**src/rtl/freq_meas_scheduler.sv**
```systemverilog
// Round-robin scheduler sharing one gated rising-edge counter across four inputs.
// Each grant runs a settle window, then a fixed gate window, then latches the count.
module freq_meas_scheduler #(
    parameter int GATE_CYCLES   = 100000000,
    parameter int SETTLE_CYCLES = 4,
    parameter int CNT_W         = 32
) (
    input  logic             clk_i,
    input  logic             reset_i,
    input  logic [3:0]       in_i,
    input  logic [3:0]       req_i,
    output logic [3:0]       gnt_o,
    output logic             busy_o,
    output logic             valid_o,
    output logic [CNT_W-1:0] freq_o,
    output logic [1:0]       ch_o,
    output logic             ovf_o
);
    localparam int GW = $clog2(GATE_CYCLES);
    localparam int SW = (SETTLE_CYCLES > 1) ? $clog2(SETTLE_CYCLES) : 1;
    localparam logic [GW-1:0] GATE_LAST   = GW'(GATE_CYCLES - 1);
    localparam logic [SW-1:0] SETTLE_LAST = SW'(SETTLE_CYCLES - 1);

    typedef enum logic [1:0] {IDLE, SETTLE, GATE, LATCH} state_t;

    state_t           state_q, state_d;
    logic [3:0]       s1_q, s2_q;
    logic             prev_q;
    logic [1:0]       idx_q, idx_d;
    logic [1:0]       ptr_q, ptr_d;
    logic [SW-1:0]    settle_q, settle_d;
    logic [GW-1:0]    gate_q, gate_d;
    logic [CNT_W-1:0] edge_q, edge_d;
    logic             sat_q, sat_d;
    logic [3:0]       gnt_q, gnt_d;
    logic             busy_q, busy_d;
    logic             valid_q, valid_d;
    logic [CNT_W-1:0] freq_q, freq_d;
    logic [1:0]       ch_q, ch_d;
    logic             ovf_q, ovf_d;
    logic [1:0]       rr_pick;
    logic             sel, rise;

    assign sel  = s2_q[idx_q];
    assign rise = sel & ~prev_q;

    // Scan downward so the nearest requester after the pointer wins.
    always_comb begin
        rr_pick = ptr_q;
        for (int i = 4; i >= 1; i--) begin
            if (req_i[ptr_q + 2'(i)]) rr_pick = ptr_q + 2'(i);
        end
    end

    always_comb begin
        state_d  = state_q;
        idx_d    = idx_q;
        ptr_d    = ptr_q;
        settle_d = settle_q;
        gate_d   = gate_q;
        edge_d   = edge_q;
        sat_d    = sat_q;
        gnt_d    = gnt_q;
        busy_d   = busy_q;
        valid_d  = 1'b0;
        freq_d   = freq_q;
        ch_d     = ch_q;
        ovf_d    = ovf_q;
        case (state_q)
            IDLE: begin
                if (|req_i) begin
                    idx_d    = rr_pick;
                    gnt_d    = 4'b0001 << rr_pick;
                    busy_d   = 1'b1;
                    settle_d = '0;
                    state_d  = SETTLE;
                end
            end
            SETTLE: begin
                if (!req_i[idx_q]) begin
                    state_d = IDLE;
                    gnt_d   = '0;
                    busy_d  = 1'b0;
                    ptr_d   = idx_q;
                end else if (settle_q == SETTLE_LAST) begin
                    state_d = GATE;
                    gate_d  = '0;
                    edge_d  = '0;
                    sat_d   = 1'b0;
                end else begin
                    settle_d = settle_q + SW'(1);
                end
            end
            GATE: begin
                if (!req_i[idx_q]) begin
                    state_d = IDLE;
                    gnt_d   = '0;
                    busy_d  = 1'b0;
                    ptr_d   = idx_q;
                end else begin
                    gate_d = gate_q + GW'(1);
                    if (rise) begin
                        if (&edge_q) sat_d = 1'b1;
                        else         edge_d = edge_q + CNT_W'(1);
                    end
                    // Results register on entry to LATCH so an edge in the final gate cycle still counts.
                    if (gate_q == GATE_LAST) begin
                        state_d = LATCH;
                        valid_d = 1'b1;
                        freq_d  = edge_d;
                        ch_d    = idx_q;
                        ovf_d   = sat_d;
                        ptr_d   = idx_q;
                    end
                end
            end
            LATCH: begin
                state_d = IDLE;
                gnt_d   = '0;
                busy_d  = 1'b0;
            end
            default: state_d = IDLE;
        endcase
    end

    always_ff @(posedge clk_i) begin
        if (!reset_i) begin
            state_q  <= IDLE;
            s1_q     <= '0;
            s2_q     <= '0;
            prev_q   <= 1'b0;
            idx_q    <= '0;
            ptr_q    <= 2'd3;
            settle_q <= '0;
            gate_q   <= '0;
            edge_q   <= '0;
            sat_q    <= 1'b0;
            gnt_q    <= '0;
            busy_q   <= 1'b0;
            valid_q  <= 1'b0;
            freq_q   <= '0;
            ch_q     <= '0;
            ovf_q    <= 1'b0;
        end else begin
            state_q  <= state_d;
            s1_q     <= in_i;
            s2_q     <= s1_q;
            prev_q   <= sel;
            idx_q    <= idx_d;
            ptr_q    <= ptr_d;
            settle_q <= settle_d;
            gate_q   <= gate_d;
            edge_q   <= edge_d;
            sat_q    <= sat_d;
            gnt_q    <= gnt_d;
            busy_q   <= busy_d;
            valid_q  <= valid_d;
            freq_q   <= freq_d;
            ch_q     <= ch_d;
            ovf_q    <= ovf_d;
        end
    end

    assign gnt_o   = gnt_q;
    assign busy_o  = busy_q;
    assign valid_o = valid_q;
    assign freq_o  = freq_q;
    assign ch_o    = ch_q;
    assign ovf_o   = ovf_q;
endmodule

```
**config.mk**
```make
export PLATFORM = sky130hd
export DESIGN_NAME = freq_meas_scheduler
export DESIGN_NICKNAME = d
export VERILOG_FILES = /design/src/rtl/freq_meas_scheduler.sv
export SDC_FILE = /design/constraint.sdc
export NUM_CORES = 1
export LEC_CHECK = 0
export CAP_MARGIN = 20
export CORE_ASPECT_RATIO = 2
export CORE_MARGIN = 5
export CORE_UTILIZATION = 25
export CTS_CLUSTER_SIZE = 25
export DETAILED_ROUTE_END_ITERATION = 8
export GPL_TIMING_DRIVEN = 0
export HOLD_SLACK_MARGIN = 0.05
export PLACE_DENSITY = 0.53
export SYNTH_ARGS = -nofsm -noshare
export SYNTH_HDL_FRONTEND = slang
export SYNTH_SLANG_ARGS = --single-unit
```
**constraint.sdc**
```tcl
create_clock -name clk_i -period 6.3 [get_ports clk_i]
set_clock_uncertainty 0.05 [all_clocks]
set_input_delay 1.26 -clock clk_i [delete_from_list [all_inputs] [get_ports clk_i]]
set_output_delay 1.26 -clock clk_i [all_outputs]
set_load 0.03 [all_outputs]
```
# == Word-level counts from Yosys, hierarchy flattened ==
# Cells that the tools add are included.
# op_classes
n_addsub,6
order_cmp,4
eq_ne,14
shifts,1
muxes,50
bitwise,2
reduce_logical,14
# op_table
operator,n
32-bit two-way mux,5
27-bit two-way mux,3
32-bit one-hot mux with 2 select lines,1
27-bit one-hot mux with 2 select lines,1
"32-bit by 1-bit adder with 32-bit output, second input constant",1
32-bit AND reduction,1
2-bit two-way mux,14
"27-bit by 1-bit adder with 27-bit output, second input constant",1
"27-bit == test, second input constant",1
"2-bit inequality test, second input constant",7
1-bit two-way mux,13
"2-bit by 3-bit < comparator with 1-bit output, second input constant",4
4-bit one-hot mux with 3 select lines,1
3-bit AND reduction,4
1-bit binary-select mux with 2-bit select,5
4-bit two-way mux,2
2-bit one-hot mux with 2 select lines,2
2-bit one-hot mux with 4 select lines,1
4-bit AND reduction,2
"2-bit == test, second input constant",3
"3-bit inequality test, second input constant",2
"2-bit by 1-bit adder with 2-bit output, second input constant",2
"2-bit adder, second input constant",2
2-bit AND reduction,2
10 further kinds,11
# totals
regBits,118
in_bits,10
output_inout_bits,41
elab_cells,107

# == Depth between registers and ports, before layout ==
# depth
depth_word,9
ltp_mapped,10
ltp_nobuf,8

# == Worst setup path after synthesis ==
# Ideal clock, no wire load.
# synth_path
path_type,in2reg
startpoint,input port req_i[3]
endpoint,register edge_q[14]
setup_time_ns,0.087
arrival_time_ns,2.797
t_required_ns,6.163
path_slack_ns,3.366
path_stages,7
path_buffers,1
cell_sequence,mux4_2 > and2_1 > o21a_1 > nor2_2 > buf_4 > o21ai_0 > o31ai_1
# synth_between
elab_chain_len,4
# synth_rtl
element,line,text
start: declaration,11,"input logic [3:0] req_i,"
1-bit binary-select mux with 2-bit select (*),"80, 95",
1-bit two-way mux (not written as such) (*),"80, 95",
2-bit inequality test (no line),n/a,
4-bit AND reduction (no line) (*),n/a,
end signal: assignment,153,edge_q <= edge_d;
end: declaration,33,"logic [CNT_W-1:0] edge_q, edge_d;"
# Every way passes the cells marked *; elsewhere a longest branch is shown, timed or not. The select of a mux whose other input is x is not followed.
# A chain may end at the register's enable or synchronous reset.

# == Worst setup path after layout ==
# layout_path
startpoint,input port req_i[3]
endpoint,register gate_q[24]
# layout_between
elab_chain_len,4
# layout_rtl
element,line,text
1-bit binary-select mux with 2-bit select (*),"80, 95",
1-bit two-way mux (not written as such) (*),"80, 95",
2-bit inequality test (no line),n/a,
4-bit AND reduction (no line) (*),n/a,
end signal: assignment,152,gate_q <= gate_d;
end: declaration,32,"logic [GW-1:0] gate_q, gate_d;"
# Marked as above.

==> metrics.yaml <==
row_count: 78
worst_pin_slew_ns: 0.923
synth-edff-count: 0
die_area_um2: 26400
fin_nets: 762
min_period_ns: 3.79
setup_tns_ns: 0
overflow: 0
firstDrtPassIters: 5
final_cell_mix: "dfxtp_1, nor2_1, o21ai_0, nand2_1, clkdlybuf4s50_1"
finalHoldViolCount: 0
grt_most_used_layer: "met2"
critPathKind: "in2reg"
status: "complete, no violations"
final_layout_size_suffix_gt1_share_pct: 10.0
finalPower_mw: 1.88
cts_resized: 0
clk_latency_ns: 0.43
die_w_um: 117
synth_seq_area_share_pct: 40.9
hold_buffers: 0
start_kind: "input pin"
wire_per_inst_um: 18.0
layout_setup_ws_ns: 2.51
cts.sinks: 118
cts_setup_buffers: 0
root_buffer: "clkbuf_16"
clockPowerShare_pct: 48.0
relSlewSlack_pct: 37.9
yosysWarningCount: 0
synthCells: 678
fmax_ghz: 0.264
cts_tree: "yes"
syn_to_final_growth_pct: 23.9
arrival_ns: 4.04
cts_max_path_buffers: 2
setup_viol: 0
numCtsBuffers: 17
placed_cells: 1007
drv_cap: 0
final_core_util_pct: 31.4
ys_seq_elements: 118
final_common_cell: "dfxtp_1"
critical_path_required_ns: 6.55
finalMaxSlewViolations: 0
die_h_um: 225
grt_pass1_vias: 5328
crit_fanout: 10
core-area_um2: 22700
cellPowerDensity_nw_per_um2: 262
gp_congestion: 0.912
start_util_pct: 25.4
drt-total-wl_mm: 18.7
routed-via-count: 5366
async_reset_ff_share_pct: 0
use_met1_pct: 12.5
syn_avg_cell_area_um2: 8.51
switching_share_pct: 27.1
slowest_stage: "o21ai_1"
syn-num-nets: 694
grt_pass1_wl_mm: 29.3
cts.clk_slew.worst_paths_ns: 0.06
drt_iter0_markers: 210
p_int_mw: 1.37
crit_path_cell_trace: "clkdlybuf4s50_1, mux2i_1, a221oi_1, o21ai_2, o21ai_1, clkbuf_1, nor2_1"
holdWs_ns: 0.378
grt_max_degree: 17
fin_area_um2: 7150
p_sw_mw: 0.508
worstHoldPathType: "reg2reg"
post-route-period-util_pct: 60.1
gr-usage-met3_pct: 2.67
met2_usage_pct: 28.3
htree_levels: 4
netlist_area_um2: 5770
port-buffer-count: 49
instances_no_fill: 1039
seq_power_share_pct: 41.2
rsz0062_at_grt: "false"
p_leak_nw: 2.37
via_per_inst: 5.16
place_ws_ns: 2.05
drc_errors: 0
postRouteAntennaNets: 0
vdd_ir_drop_max_uv: 177
p_comb_share_pct: 10.8
place_area_um2: 6610
crit_path_end_kind: "flop"
grt_use_total_pct: 14.3
hpwl_mm: 14.3
ys_types: 66
pin_count: 51
synthFlopType: "dfxtp_1"
antenna_found_initial: 0
critPathMaxStageDelay_ns: 0.66
diodes: 0
## power by group through the flow
stage / logic (mW) / registers (mW) / clock network (mW)
floorplan: 0.125 / 0.796 / 0
global placement: 0.203 / 0.790 / 0
detailed placement: 0.204 / 0.790 / 0
CTS: 0.205 / 0.774 / 0.919
global route: 0.224 / 0.776 / 0.949
finish: 0.202 / 0.774 / 0.900
## cell usage after synthesis (all sizes together), types with 3 or more instances
cell type / instances / area [µm²]
a31oi: 24 / 150
nand4: 17 / 106
clkbuf: 19 / 71.3
xnor2: 28 / 245
mux2i: 11 / 110
nand2: 51 / 194
o21a: 4 / 30.0
nor4: 18 / 131
nand3b: 4 / 30.0
nor2: 61 / 234
o21ai: 54 / 274
xor2: 22 / 193
and4: 10 / 87.6
dfxtp: 118 / 2360
nor2b: 5 / 31.3
and2: 17 / 106
a21oi: 46 / 230
nor3: 13 / 65.1
o31ai: 8 / 60.1
and3: 11 / 68.8
buf: 23 / 136
a211oi: 10 / 80.1
or4: 4 / 33.8
inv: 10 / 37.5
ha: 6 / 75.1
a41oi: 3 / 26.3
or3: 8 / 50.1
nand2b: 8 / 50.1
a21o: 4 / 30.0
nand3: 33 / 180
## area by class of cell
| type | count | area, µm² |
|---|---|---|
| well taps | 280 | 350 |
| inverters | 10 | 37.5 |
| clock buffers | 18 | 429 |
| flip-flops and latches | 118 | 2360 |
| clock inverters | 14 | 111 |
| repair buffers | 49 | 490 |
| fillers | 2425 | 15600 |
| multi-input cells | 508 | 3160 |
| plain buffers | 42 | 208 |
## worst max-delay path: cells and delay by family
kind	cells	cell delay, ns
compound gates	3	1.44
buf+inv	2	1.08
mux	1	0.13
simple gates	1	0.11
## path summary, 6_finish.rpt
| path | from | to | slack (ns) | depth (start not counted) |
|---|---|---|---|---|
| worst min-delay path | s1_q[0] | s2_q[0] | 0.38 | 1 |
| worst min register to register | s1_q[0] | s2_q[0] | 0.38 | 1 |
| worst max register to register | state_q[0] | gate_q[24] | 3.01 | 9 |
| worst max-delay path | req_i[3] | gate_q[24] | 2.51 | 7 |
## flip-flops by register name (all words and copies together) (netlist names), 2 cells and up
name / flops
edge_q: 32
s1_q: 4
idx_q: 2
ptr_q: 2
s2_q: 4
gnt_o: 4
state_q: 2
settle_q: 2
freq_o: 32
gate_q: 27
ch_o: 2
## metal layers
| metal | part of all wire [%] | vias up |
|---|---|---|
| li1 | - | 2601 |
| met1 | 34 | 2565 |
| met2 | 57 | 139 |
| met3 | 3.2 | 61 |
| met4 | 5.9 | 0 |
| met5 | 0 | - |
## cells by family after synthesis
kind of cell	synth area share (%)
compound gates	17.3
mux	2.88
buf+inv	4.25
flops	40.9
fa+ha+maj	1.30
xor+xnor	7.59
simple gates	25.7
(Power assumes the default switching activity.)
